==> config.mk <==
export PLATFORM = sky130hd
export DESIGN_NAME = hazard_scheduler
export DESIGN_NICKNAME = d
export VERILOG_FILES = /design/src/rtl/pipe_ctrl_pkg.sv /design/src/rtl/mem_access_fsm.sv /design/src/rtl/hazard_scheduler.sv
export SDC_FILE = /design/constraint.sdc
export NUM_CORES = 1
export LEC_CHECK = 0
export ABC_AREA = 1
export BUFFER_PORTS_ARGS = -buffer_cell sky130_fd_sc_hd__buf_2
export CORE_ASPECT_RATIO = 1.2
export CORE_MARGIN = 5
export CORE_UTILIZATION = 35
export DETAILED_ROUTE_END_ITERATION = 7
export GPL_TIMING_DRIVEN = 1
export PLACE_DENSITY = 0.55
export SYNTH_ARGS = -nofsm -noshare
export SYNTH_HDL_FRONTEND = slang
export SYNTH_SLANG_ARGS = --single-unit
==> constraint.sdc <==
create_clock -name clk -period 1.4 [get_ports clk]
set_input_delay 0.28 -clock clk [delete_from_list [all_inputs] [get_ports clk]]
set_output_delay 0.28 -clock clk [all_outputs]
set_load 0.05 [all_outputs]
==> src/rtl/pipe_ctrl_pkg.sv <==
// Shared types for the pipeline sequencing controller: scoreboard slot layout,
// memory-access FSM states and common widths.
package pipe_ctrl_pkg;

   localparam int REG_W       = 4;
   localparam int STALL_CNT_W = 16;

   typedef struct packed {
      logic             valid;
      logic             wb_en;
      logic [REG_W-1:0] dest;
      logic             mem_read;
      logic             mem_write;
   } slot_t;

   typedef enum logic [1:0] {
      ST_IDLE   = 2'd0,
      ST_ACCESS = 2'd1,
      ST_DONE   = 2'd2
   } mem_state_t;

endpackage

==> src/rtl/mem_access_fsm.sv <==
// Sequences one SRAM access from the MEM stage: freezes the pipe while the
// request is outstanding, abandons it after TIMEOUT_CYCLES and signals an error.
module mem_access_fsm
   import pipe_ctrl_pkg::*;
#(
   parameter int TIMEOUT_CYCLES = 255
) (
   input  logic clk,
   input  logic rst,
   input  logic mem_op,
   input  logic sram_ready,
   output logic freeze,
   output logic sram_req,
   output logic sram_error
);

   localparam logic [7:0] LAST_WAIT = 8'(TIMEOUT_CYCLES - 1);

   mem_state_t state_reg, state_next;
   logic [7:0] wait_cnt_reg, wait_cnt_next;

   always_comb begin
      state_next    = state_reg;
      wait_cnt_next = wait_cnt_reg;
      freeze        = 1'b0;
      sram_req      = 1'b0;
      sram_error    = 1'b0;
      case (state_reg)
         ST_IDLE: begin
            if (mem_op) begin
               freeze     = 1'b1;
               sram_req   = 1'b1;
               state_next = ST_ACCESS;
            end
         end
         ST_ACCESS: begin
            freeze   = 1'b1;
            sram_req = 1'b1;
            if (sram_ready) begin
               state_next    = ST_DONE;
               wait_cnt_next = 8'd0;
            end else if (wait_cnt_reg == LAST_WAIT) begin
               sram_error    = 1'b1;
               state_next    = ST_DONE;
               wait_cnt_next = 8'd0;
            end else begin
               wait_cnt_next = wait_cnt_reg + 8'd1;
            end
         end
         // DONE always returns to IDLE so the retiring access is never re-issued
         ST_DONE: state_next = ST_IDLE;
         default: state_next = ST_IDLE;
      endcase
      if (rst) begin
         freeze     = 1'b0;
         sram_req   = 1'b0;
         sram_error = 1'b0;
      end
   end

   always_ff @(posedge clk) begin
      if (rst) begin
         state_reg    <= ST_IDLE;
         wait_cnt_reg <= 8'd0;
      end else begin
         state_reg    <= state_next;
         wait_cnt_reg <= wait_cnt_next;
      end
   end

endmodule

==> src/rtl/hazard_scheduler.sv <==
// Pipeline sequencing controller: EXE/MEM destination scoreboard, RAW hazard
// detection for ID, branch flush, SRAM freeze sequencing and stall counting.
module hazard_scheduler
   import pipe_ctrl_pkg::*;
#(
   parameter int FWD_EN         = 0,
   parameter int TIMEOUT_CYCLES = 255
) (
   input  logic                   clk,
   input  logic                   rst,
   input  logic [REG_W-1:0]       id_src1,
   input  logic [REG_W-1:0]       id_src2,
   input  logic                   id_src1_used,
   input  logic                   id_src2_used,
   input  logic [REG_W-1:0]       id_dest,
   input  logic                   id_wb_en,
   input  logic                   id_mem_read,
   input  logic                   id_mem_write,
   input  logic                   br_taken,
   input  logic                   sram_ready,
   output logic                   hazard,
   output logic                   freeze_front,
   output logic                   freeze_pipe,
   output logic                   flush,
   output logic                   sram_req,
   output logic                   sram_error,
   output logic [STALL_CNT_W-1:0] stall_cycles
);

   slot_t                  exe_slot_reg, mem_slot_reg, exe_slot_next;
   slot_t                  slot_vec [2];
   logic [1:0]             slot_hit;
   logic                   hazard_raw;
   logic                   mem_op;
   logic [STALL_CNT_W-1:0] stall_cnt_reg;

   assign slot_vec[0] = exe_slot_reg;
   assign slot_vec[1] = mem_slot_reg;

   generate
      for (genvar gi = 0; gi < 2; gi++) begin : g_cmp
         assign slot_hit[gi] = slot_vec[gi].valid & slot_vec[gi].wb_en &
            ((id_src1_used & (id_src1 == slot_vec[gi].dest)) |
             (id_src2_used & (id_src2 == slot_vec[gi].dest)));
      end
   endgenerate

   // With forwarding only a load still in EXE cannot supply its result in time
   assign hazard_raw   = (FWD_EN != 0) ? (slot_hit[0] & exe_slot_reg.mem_read) : (|slot_hit);
   assign hazard       = ~rst & ~br_taken & hazard_raw;
   assign flush        = ~rst & br_taken & ~freeze_pipe;
   assign freeze_front = hazard | freeze_pipe;
   assign mem_op       = mem_slot_reg.valid & (mem_slot_reg.mem_read | mem_slot_reg.mem_write);
   assign stall_cycles = stall_cnt_reg;

   mem_access_fsm #(
      .TIMEOUT_CYCLES(TIMEOUT_CYCLES)
   ) u_mem_fsm (
      .clk       (clk),
      .rst       (rst),
      .mem_op    (mem_op),
      .sram_ready(sram_ready),
      .freeze    (freeze_pipe),
      .sram_req  (sram_req),
      .sram_error(sram_error)
   );

   always_comb begin
      exe_slot_next           = '0;
      exe_slot_next.valid     = 1'b1;
      exe_slot_next.wb_en     = id_wb_en;
      exe_slot_next.dest      = id_dest;
      exe_slot_next.mem_read  = id_mem_read;
      exe_slot_next.mem_write = id_mem_write;
      if (hazard | flush) begin
         exe_slot_next = '0;
      end
   end

   always_ff @(posedge clk) begin
      if (rst) begin
         exe_slot_reg <= '0;
         mem_slot_reg <= '0;
      end else if (!freeze_pipe) begin
         mem_slot_reg <= exe_slot_reg;
         exe_slot_reg <= exe_slot_next;
      end
   end

   always_ff @(posedge clk) begin
      if (rst) begin
         stall_cnt_reg <= '0;
      end else if (freeze_front && (stall_cnt_reg != '1)) begin
         stall_cnt_reg <= stall_cnt_reg + STALL_CNT_W'(1);
      end
   end

endmodule
==> results.md, run 1 <==
* Outcome: finished, violations left
* Failing checks: negative setup slack
* Total track usage at 0.147
* Commonest non-fill, non-tap cells in the layout: 89 x nand2_1, 49 x buf_4, 42 x nor2_1
* Post-synthesis xor/xnor area fraction at 0.0152
* Yosys reg bits at 42
* RSZ-0062 raised after global routing: true
* Tmin final at 1.77 ns
* Mux contribution to synthesized area at 0
* Setup TNS at -6.70 ns
* Core Util, Final at 0.566
* Antenna Diode Count at 0
* Seq/Total Area, Yosys at 0.365
* First-pass GRT wire length at 10,100 µm
* Root Buffer: clkbuf_8
* Crit-path cells: inv_2, nand2_1, nand2_1, nor2_1, nand3_1, nand2_1, nand2_1, nand2_2, nand2_4, nand2_4, buf_12
* Worst r2r src: mem_slot_reg[4]$_SDFFE_PP0N_
* Nets@finish at 480
* Worst setup margin at -0.372 ns
* Pre-CTS setup slack at -0.222 ns
* Endpoints failing setup at 30
* Share of the synthesized area in the top cell type at 0.365
* Fin. Hold Viols at 0
* Mean number of vias per cell at 4.63
* Row count at 32
* Adder and majority gate portion of the synthesized area at 0.0163
* Setup Crit Path Kind: flip-flop to output port
* CP required at 1.12 ns
* Worst hold path type: input port to flip-flop
* WHS Path Cells at 3
* Hold Buf Count CTS at 0
* Met1 usage at 0.171
* CTS Buffer Depth at 2
* Synth Area in Compound Gates at 0.140
* Initial Utilization at 0.360
* Mapped Cells at 358
* Placed instance area at 3100 µm²
* IO buf count at 42
* Final Instance Area at 3630 µm²
* Cell mode on critical path: nand2_1
* Largest family of logic cells by synthesized area: simple AND/OR/NAND/NOR gates
* YS warnings at 0
* I/O Pins at 43
* GR peak layer: met2
* Initial antenna violation count at 0
* WP buf/inv at 2
* Fin crit share at 1.27
* Critical path startpoint: mem_slot_reg[4]$_SDFFE_PP0N_
* Crit path max-delay cell type: dfxtp_4
* Via count at 2,512
* Post-Syn Area per Cell at 6.43 µm²
* Layout cells sized above 1 at 0.473
* R2r setup slk at -0.31 ns
* Core box area at 6410 µm²
* Area growth from synthesis to layout at 57.4%
* Max FFs per register at 16
* Worst-case clock skew at 0.0111 ns
* Routed len/inst at 11.4 µm
* Max Cap Violations at 0
* Leakage at 0.00161 µW
* TritonRoute pass-1 iters at 4
* Most common cell after layout, fill and taps aside: nand2_1
* DRC viols at 0
* Clock Latency Late Sink at 0.30 ns
* Number of global-route vias before repair at 2,347
* CTS clk-pin slew, worst paths at 0.08 ns
* Global route overflow at 0
* First DRT Iteration DRCs at 82
* Clock sink count at 42
* FMAX at 0.564 GHz
* Global-route track usage on met3 at 0.0368
* Worst-path fanout max at 4
* Final wirelength at 6160 µm
* Largest net degree at the start of global routing at 20
* Crit path DAT at 1.49 ns
* Area contributors post-synth: dfxtp_1 37%, nand2_1 15%, nor2_1 7.7%
* Post-Syn Nets at 382
* Crit end category: output port
* GR Util met2 at 0.262
* Die Wd at 84.1 µm
* Slew headroom at 0.780
* CP peak stage delay at 0.37 ns
* GPL Wtd Cong at 0.825
* HPWL after DPL at 4450 µm
* Hold Path End: exe_slot_reg[3]$_SDFFE_PP0N_
* Min-Delay Startpoint: id_dest[1]
* Critical Path Start Type: flip-flop
* Final antenna-violating net count at 0
* Worst Reg-to-Reg Cells at 16
* Cts bufs inserted at 5
* PwrDens at 681 nW/µm²
* Synthesized cell area at 2300 µm²
* Worst Tran Pin Value at 0.329 ns
* R2R Path End: stall_cycles[0]$_SDFFE_PP0P_
* Max H-tree Level at 2
* CTS tree: done
* Maximum VDD drop at 0.407 mV
* Die Area at 8310 µm²
* Synth cell types at 31
* Delay-heaviest family, CP: simple AND/OR/NAND/NOR gates
* Area leader, netlist: dfxtp_1
* Post-Synth Simple-Gate Area at 0.345
* Fin. max-slew vios at 0
* Die height at 98.9 µm
cell usage after synthesis, drive strengths merged:
| cell | instances |
|---|---|
| a211oi | 1 |
| a21oi | 33 |
| a221oi | 1 |
| a32oi | 1 |
| buf | 7 |
| clkbuf | 5 |
| clkinv | 1 |
| dfxtp | 42 |
| ha | 3 |
| inv | 50 |
| nand2 | 98 |
| nand3 | 26 |
| nand3b | 1 |
| nand4 | 4 |
| nor2 | 49 |
| nor3 | 6 |
| nor3b | 1 |
| nor4 | 1 |
| o211ai | 1 |
| o21ai | 13 |
| o21bai | 2 |
| o22ai | 7 |
| or2 | 1 |
| xnor2 | 4 |
worst max path at each step:
stage | slack (ns) | end | depth (start not counted)
floorplan | -0.18 | sram_error | 5
global placement | -0.21 | stall_cycles[1]$_SDFFE_PP0P_ | 15
detailed placement | -0.22 | stall_cycles[0]$_SDFFE_PP0P_ | 15
CTS | -0.42 | hazard | 11
global route | -0.50 | freeze_front | 11
finish | -0.37 | freeze_front | 11
timing repair:
| action | 4_1_cts | 5_1_grt |
|---|---|---|
| buffers inserted | 5 | 2 |
| pin swaps | 8 | 16 |
| gates resized for setup | 55 | 48 |
| gates cloned | 2 | 0 |
| setup endpoints to repair | 33 | 45 |
layout make-up:
class	count	area, µm²
flip-flops and latches	42	903
fillers	634	2780
clock buffers	6	72.6
multi-input cells	253	1490
clock inverters	2	10.0
inverters	51	205
well taps	85	106
repair buffers	103	835
metrics by stage:
step	cells	hold WS, ns	power [µW]
3_3_place_gp	527	0.450	1650
6_report	542	0.240	2470
5_1_grt	542	0.232	2610
3_5_place_dp	527	0.448	1650
2_1_floorplan	358	0.430	1510
4_1_cts	542	0.229	2470
per-layer routing:
metal	wire length (µm)	part of all wire
met1	2740	0.45
met2	3100	0.50
met3	223	0.036
met4	96	0.016
met5	0	0
power breakdown:
group          total, µW  switching (µW)  internal, µW
logic                449             243           206
registers           1250            31.3          1220
clock network        765             419           346
worst reg2reg max path, cell delays in order (launching register included):
cell,delay (ns)
dfxtp_4,0.37
inv_2,0.03
nand2_1,0.04
nand2_1,0.05
nor2_1,0.11
nand3_1,0.08
nand2_1,0.08
nand2_1,0.06
nand2_2,0.08
nand2_4,0.07
nand2_4,0.09
buf_4,0.12
buf_12,0.14
buf_8,0.13
nand3_1,0.06
nand2_1,0.05
nor2_1,0.04
cells by family after synthesis:
group | Yosys count
buffers and inverters | 63
adders and majority gates | 3
AOI/OAI and AO/OA | 59
xor gates and xnor gates | 4
and+or+nand+nor | 187
DFF | 42
No activity file was read; power rests on OpenSTA's default activity.
==> inputs of run 2 (changes only) <==
--- a/config.mk
+++ b/config.mk
@@ -5,7 +5,6 @@
 export SDC_FILE = /design/constraint.sdc
 export NUM_CORES = 1
 export LEC_CHECK = 0
-export ABC_AREA = 1
 export BUFFER_PORTS_ARGS = -buffer_cell sky130_fd_sc_hd__buf_2
 export CORE_ASPECT_RATIO = 1.2
 export CORE_MARGIN = 5
==> results.md, run 2 <==
* CTS tree: done
* Logic pwr share at 0.130 (-0.052)
* Fin. Hold Viols at 0 (unchanged)
* Post-synth EDFFs at 0 (unchanged)
* Primary FF master, synth: dfxtp_1
* Post-Syn Area per Cell at 9.02 µm² (+40%)
* Placed insts at 415 (-21%)
* Hold Buf Count CTS at 0 (unchanged)
* Area leader, netlist: dfxtp_1
* Total track usage at 0.163 (+0.0156)
* Max H-tree Level at 2 (unchanged)
* Mean number of vias per cell at 4.91 (+6.0%)
* Maximum VDD drop at 0.617 mV (+52%)
* IO buf count at 42 (unchanged)
* Endpoints failing setup at 37 (+23%)
* Setup Crit Path Kind: flip-flop to flip-flop
* Initial antenna violation count at 0 (unchanged)
* Seq/Total Area, Yosys at 0.397 (+0.0317)
* Crit end category: flip-flop
* Most common cell after layout, fill and taps aside: buf_4
* Worst Tran Pin Value at 0.453 ns (+0.124 ns)
* HPWL after DPL at 4250 µm (-4.5%)
* Setup TNS at -16.86 ns (-10.15 ns)
* Clock Latency Late Sink at 0.30 ns (about the same)
* Clock network fraction of total power at 0.342 (+0.032)
* Post-Syn Nets at 259 (-32%)
* Fraction of registers with async set/reset at 0 (unchanged)
* Worst-case clock skew at 0.0107 ns (-0.000396 ns)
* Most frequent cells after synthesis: 42 x dfxtp_1, 36 x nor2_1, 15 x xor2_1
* Failing checks: negative setup slack
* Layout cells sized above 1 at 0.630 (+0.157)
* Via count at 2,142 (-15%)
* Mapped Cells at 235 (-34%)
* GPL Wtd Cong at 0.834 (+1.1%)
* Synth cell types at 44 (+42%)
* Fillers at 531 (-16%)
* Core box area at 5970 µm² (-6.8%)
* Final wirelength at 5870 µm (-4.7%)
* Share of the synthesized area in the top cell type at 0.397 (+0.0317)
* Antenna Diode Count at 0 (unchanged)
* Worst hold path type: input port to flip-flop
* Routed len/inst at 13.5 µm (+18%)
* Area growth from synthesis to layout at 73.6%
* Fin crit share at 1.54 (+0.277)
* Global route overflow at 0 (unchanged)
* Crit path DAT at 2.39 ns (+0.90 ns)
* Nets@finish at 377 (-21%)
* YS warnings at 0 (unchanged)
* Root Buffer: clkbuf_8
* TritonRoute pass-1 iters at 4 (unchanged)
* Initial Utilization at 0.355 (-0.00473)
* First DRT Iteration DRCs at 47 (-43%)
* Largest net degree at the start of global routing at 16 (-20%)
* First-pass GRT wire length at 9820 µm (-2.8%)
* Die height at 95.2 µm (-3.7%)
* Cts bufs inserted at 5 (unchanged)
* FMAX at 0.463 GHz (-18%)
* Worst setup margin at -0.759 ns (-0.387 ns)
* Library cell with the highest instance count after synthesis: dfxtp_1
* Max FFs per register at 16 (unchanged)
* I/O Pins at 43 (unchanged)
* Tmin final at 2.16 ns (+0.387 ns)
* Yosys reg bits at 42 (unchanged)
* Clock sink count at 42 (unchanged)
* Fin. max-slew vios at 0 (unchanged)
* Die Wd at 81.0 µm (-3.6%)
* Synthesized cell area at 2120 µm² (-8.0%)
* Outcome: finished, violations left
* PwrDens at 627 nW/µm² (-7.9%)
* Critical Path Start Type: flip-flop
* Filler-free cell count of the finished design at 436 (-20%)
* Final antenna-violating net count at 0 (unchanged)
* Die Area at 7720 µm² (-7.1%)
* CTS Buffer Depth at 2 (unchanged)
* Worst-path fanout max at 5 (+1)
* Number of global-route vias before repair at 2,130 (-9.2%)
* Commonest non-fill, non-tap cells in the layout: 66 x buf_4, 36 x buf_2, 33 x nor2_1
* Leakage at 0.00148 µW (-8.2%)
* Net switching power at 616 µW (-11%)
* Max Cap Violations at 0 (unchanged)
* DRC viols at 0 (unchanged)
* RSZ-0062 raised after global routing: true
* CP required at 1.63 ns (+0.51 ns)
* Row count at 31 (-3.1%)
* Slew headroom at 0.697 (-0.0831)
* CTS clk-pin slew, worst paths at 0.09 ns (about the same)
* Sw Ratio at 0.267 (-0.0137)
* Area contributors post-synth: dfxtp_1 40%, nor2_1 6.4%, xor2_1 6.2%
* Sequential share of power at 0.529 (+0.021)
* Pint at 1690 µW (-4.7%)
==> run 2: cell count changes in the layout (fill, tap and decap cells not counted), moves of 6 or more <==
cell	before	now
nand2_1	89	5
inv_1	35	4
a21oi_1	23	6
buf_4	49	66
nand3_2	15	2
xor2_2	0	11
inv_2	11	2
nor2_1	42	33
mux2i_1	0	8
a22oi_2	0	7
o21a_1	0	7
o21ai_0	9	3
==> run 2: path summary, 6_finish.rpt <==
kind	start	to	slack, ns	depth (start not counted)
max reg2reg	mem_slot_reg[3]$_SDFFE_PP0N_	stall_cycles[8]$_SDFFE_PP0P_	-0.76	9
min	id_dest[3]	exe_slot_reg[5]$_SDFFE_PP0N_	0.20	3
max	mem_slot_reg[3]$_SDFFE_PP0N_	stall_cycles[8]$_SDFFE_PP0P_	-0.76	9
min reg2reg	exe_slot_reg[0]$_SDFFE_PP0N_	mem_slot_reg[0]$_SDFFE_PP0N_	0.51	2
==> run 2: cells by family after synthesis <==
kind of cell | count (synthesis) | share of synthesized area
AOI/OAI and AO/OA | 53 | 0.192
xor gates and xnor gates | 22 | 0.0909
adders and majority gates | 3 | 0.0177
buffers and inverters | 15 | 0.0331
DFF | 42 | 0.397
muxes | 8 | 0.0378
and+or+nand+nor | 92 | 0.232
==> run 2: layout make-up <==
class | instances | area (µm²) | share of cell area
clock buffer | 5 | 68.8 | 0.0187
clock inverter | 3 | 20.0 | 0.00544
inverter | 6 | 22.5 | 0.00612
multi-input combinational | 178 | 1610 | 0.438
sequential | 42 | 905 | 0.246
tap | 82 | 103 | 0.0279
timing repair buffer | 120 | 950 | 0.258
==> run 2: power by group through the flow <==
stage	clock network, µW	registers, µW	logic, µW
finish	789	1220	299
global route	908	1220	321
CTS	837	1220	288
detailed placement	0	1250	238
global placement	0	1250	238
floorplan	0	1250	124
==> run 2: repair_timing <==
action / 4_1_cts / 5_1_grt
gates resized for setup: 52 / 25
setup buffers: 8 / 5
endpoints found under the setup margin: 44 / 45
pin swaps: 18 / 10
cloned: 1 / 0
==> run 2: metal layers <==
metal | vias up | share of wire | global-route usage
li1 | 1083 | - | -
met1 | 1013 | 0.44 | 0.198
met2 | 37 | 0.50 | 0.276
met3 | 9 | 0.042 | 0.0378
met4 | 0 | 0.017 | 0.0620
met5 | - | 0 | 0
==> run 2: worst max-delay path, stage by stage, from the launching register on <==
cell and delay, ns:
dfxtp_4 0.37, xnor2_2 0.11, nand4_1 0.18, nor4_4 0.34, buf_4 0.18, o41a_4 0.16, o21ai_4 0.07, buf_12 0.13
or4_4 0.41, a21oi_2 0.13
==> run 2: per-stage QoR <==
step | util | hold slack [ns] | worst slack, ns | power, µW | area (µm²)
after floorplan | - | 0.428 | -0.570 | 1370 | 2350
after global placement | 0.518 | 0.473 | -0.634 | 1490 | 3100
after detailed placement | 0.518 | 0.482 | -0.654 | 1490 | 3100
after CTS | 0.592 | 0.198 | -0.701 | 2350 | 3540
after global routing | 0.616 | 0.194 | -0.876 | 2450 | 3680
final | 0.616 | 0.202 | -0.759 | 2310 | 3680
==> inputs of run 3 (changes only) <==
--- a/config.mk
+++ b/config.mk
@@ -11,7 +11,7 @@
 export CORE_UTILIZATION = 35
 export DETAILED_ROUTE_END_ITERATION = 7
 export GPL_TIMING_DRIVEN = 1
-export PLACE_DENSITY = 0.55
+export PLACE_DENSITY_LB_ADDON = 0.05
 export SYNTH_ARGS = -nofsm -noshare
 export SYNTH_HDL_FRONTEND = slang
 export SYNTH_SLANG_ARGS = --single-unit
==> results.md, run 3 (same netlist as run 2, synthesis figures left out) <==
* CTS clk-pin slew, worst paths at 0.08 ns (about the same)
* Root Buffer: clkbuf_8
* Crit end category: output port
* HPWL after DPL at 4280 µm (+0.67%)
* Fillers at 567 (+6.8%)
* Fin crit share at 1.48 (-0.0576)
* Cts bufs inserted at 5 (unchanged)
* Outcome: finished, violations left
* Initial Utilization at 0.355 (unchanged)
* First-pass GRT wire length at 9620 µm (-2.0%)
* Critical Path Sink: freeze_front
* Antenna Diode Count at 0 (unchanged)
* Crit path DAT at 1.80 ns (-0.59 ns)
* Worst Reg-to-Reg Cells at 9 (unchanged)
* Global route overflow at 0 (unchanged)
* Die height at 95.2 µm (unchanged)
* Slew headroom at 0.785 (+0.0882)
* Row count at 31 (unchanged)
* PwrDens at 754 nW/µm² (+20%)
* Maximum VDD drop at 0.635 mV (+2.9%)
* Tmin final at 2.08 ns (-0.0807 ns)
* Endpoints failing setup at 37 (unchanged)
* Fin. max-slew vios at 0 (unchanged)
* FMAX at 0.481 GHz (+3.9%)
* Min-Delay Startpoint: id_dest[0]
* Worst r2r src: exe_slot_reg[4]$_SDFFE_PP0N_
* Critical path startpoint: mem_slot_reg[3]$_SDFFE_PP0N_
* I/O Pins at 43 (unchanged)
* Area growth from synthesis to layout at 67.9%
* RSZ-0062 raised after global routing: true
* TritonRoute pass-1 iters at 4 (unchanged)
* Final wirelength at 5900 µm (+0.56%)
* GPL Wtd Cong at 0.749 (-10%)
* Most common cell after layout, fill and taps aside: buf_4
* Worst-path fanout max at 3 (-2)
* Nets@finish at 372 (-1.3%)
* Largest net degree at the start of global routing at 22 (+6)
* R2R Path End: stall_cycles[14]$_SDFFE_PP0P_
* Total track usage at 0.161 (-0.00147)
* Max FFs per register at 16 (unchanged)
* Die Wd at 81.0 µm (unchanged)
* R2r setup slk at -0.67 ns (+0.09 ns)
* Layout cells sized above 1 at 0.582 (-0.0483)
* Worst Tran Pin Value at 0.320 ns (-0.133 ns)
* Worst setup margin at -0.679 ns (+0.0807 ns)
* Fin. Hold Viols at 0 (unchanged)
* Final antenna-violating net count at 0 (unchanged)
* Via count at 2,120 (-1.0%)
* DRC viols at 0 (unchanged)
* Worst-case clock skew at 0.00693 ns (-0.00377 ns)
* Pre-CTS setup slack at -0.673 ns (-0.0192 ns)
* Die Area at 7720 µm² (unchanged)
* CP required at 1.12 ns (-0.51 ns)
* Routed len/inst at 13.7 µm (+1.7%)
* Mean number of vias per cell at 4.92 (+0.12%)
* Clock sink count at 42 (unchanged)
* Commonest non-fill, non-tap cells in the layout: 57 x buf_4, 36 x buf_2, 31 x nor2_1
* Max Cap Violations at 0 (unchanged)
* CTS tree: done
* Number of global-route vias before repair at 2,085 (-2.1%)
* Initial antenna violation count at 0 (unchanged)
* IO buf count at 42 (unchanged)
* First DRT Iteration DRCs at 43 (-8.5%)
* Core box area at 5970 µm² (unchanged)
* Leakage at 0.00145 µW (-1.9%)
* Setup Crit Path Kind: flip-flop to output port
* CTS Buffer Depth at 2 (unchanged)
* Max H-tree Level at 2 (unchanged)
* Failing checks: negative setup slack
* Clock Latency Late Sink at 0.29 ns (about the same)
* Critical Path Start Type: flip-flop
* Hold WS at 0.224 ns (+0.0224 ns)
* Worst hold path type: input port to flip-flop
* Hold Buf Count CTS at 0 (unchanged)
-- run 3: cell count changes in the layout (fill, tap and decap cells not counted), moves of 3 or more --
cell and change:
buf_4 -9, xor2_1 +4, dfxtp_4 -3, buf_6 +6, a22oi_2 -7, a22oi_1 +7, dfxtp_2 +4, xor2_2 -4
-- run 3: through the flow --
stage                     setup TNS, ns   util  total power [µW]  area (µm²)  std cells
after detailed placement         -16.13  0.511              1480        3050        409
after CTS                        -15.82  0.580              2710        3460        430
after global routing             -18.07  0.596              2810        3560        431
final                            -14.54  0.596              2680        3560        431
after floorplan                   -8.47      -              1370        2350        235
after global placement           -16.10  0.511              1480        3050        409
-- run 3: critical path, cell delays in order (launching register included) --
cell     delay [ns]
dfxtp_4        0.36
xnor2_2        0.12
nand4_1        0.16
nor4_4         0.07
nor4_4         0.35
nor3_4         0.07
or2_4          0.24
buf_8          0.15
-- run 3: power breakdown --
group / switching, µW / internal [µW] / total, µW
clock network: 431 / 761 / 1190
logic: 144 / 126 / 270
registers: 21.9 / 1200 / 1220
-- run 3: worst min-delay path by stage --
stage               depth (start not counted)                      endpoint  slack [ns]
floorplan                                   2  exe_slot_reg[2]$_SDFFE_PP0N_        0.43
global placement                            2  mem_slot_reg[1]$_SDFFE_PP0N_        0.47
detailed placement                          2  mem_slot_reg[1]$_SDFFE_PP0N_        0.48
CTS                                         3  exe_slot_reg[3]$_SDFFE_PP0N_        0.21
global route                                3  exe_slot_reg[5]$_SDFFE_PP0N_        0.22
finish                                      3  exe_slot_reg[2]$_SDFFE_PP0N_        0.22
-- run 3: area by class of cell --
class	count	area, µm²	share of cell area
multi-input combinational	179	1520	0.428
sequential	42	898	0.252
timing repair buffer	114	870	0.244
tap	82	103	0.0288
clock buffer	6	82.6	0.0232
clock inverter	2	60.1	0.0169
inverter	6	22.5	0.00633
-- run 3: routing by layer --
metal | GRT usage | part of all wire
met2 | 0.297 | 0.53
met4 | 0.0577 | 0.022
met1 | 0.179 | 0.41
met5 | 0 | 0
met3 | 0.0359 | 0.045
-- run 3: what timing repair did --
item / in CTS / in global routing
cloned: 1 / 0
setup endpoints to repair: 44 / 45
setup buffers: 15 / 1
pin swaps: 20 / 5
gates resized for setup: 42 / 19
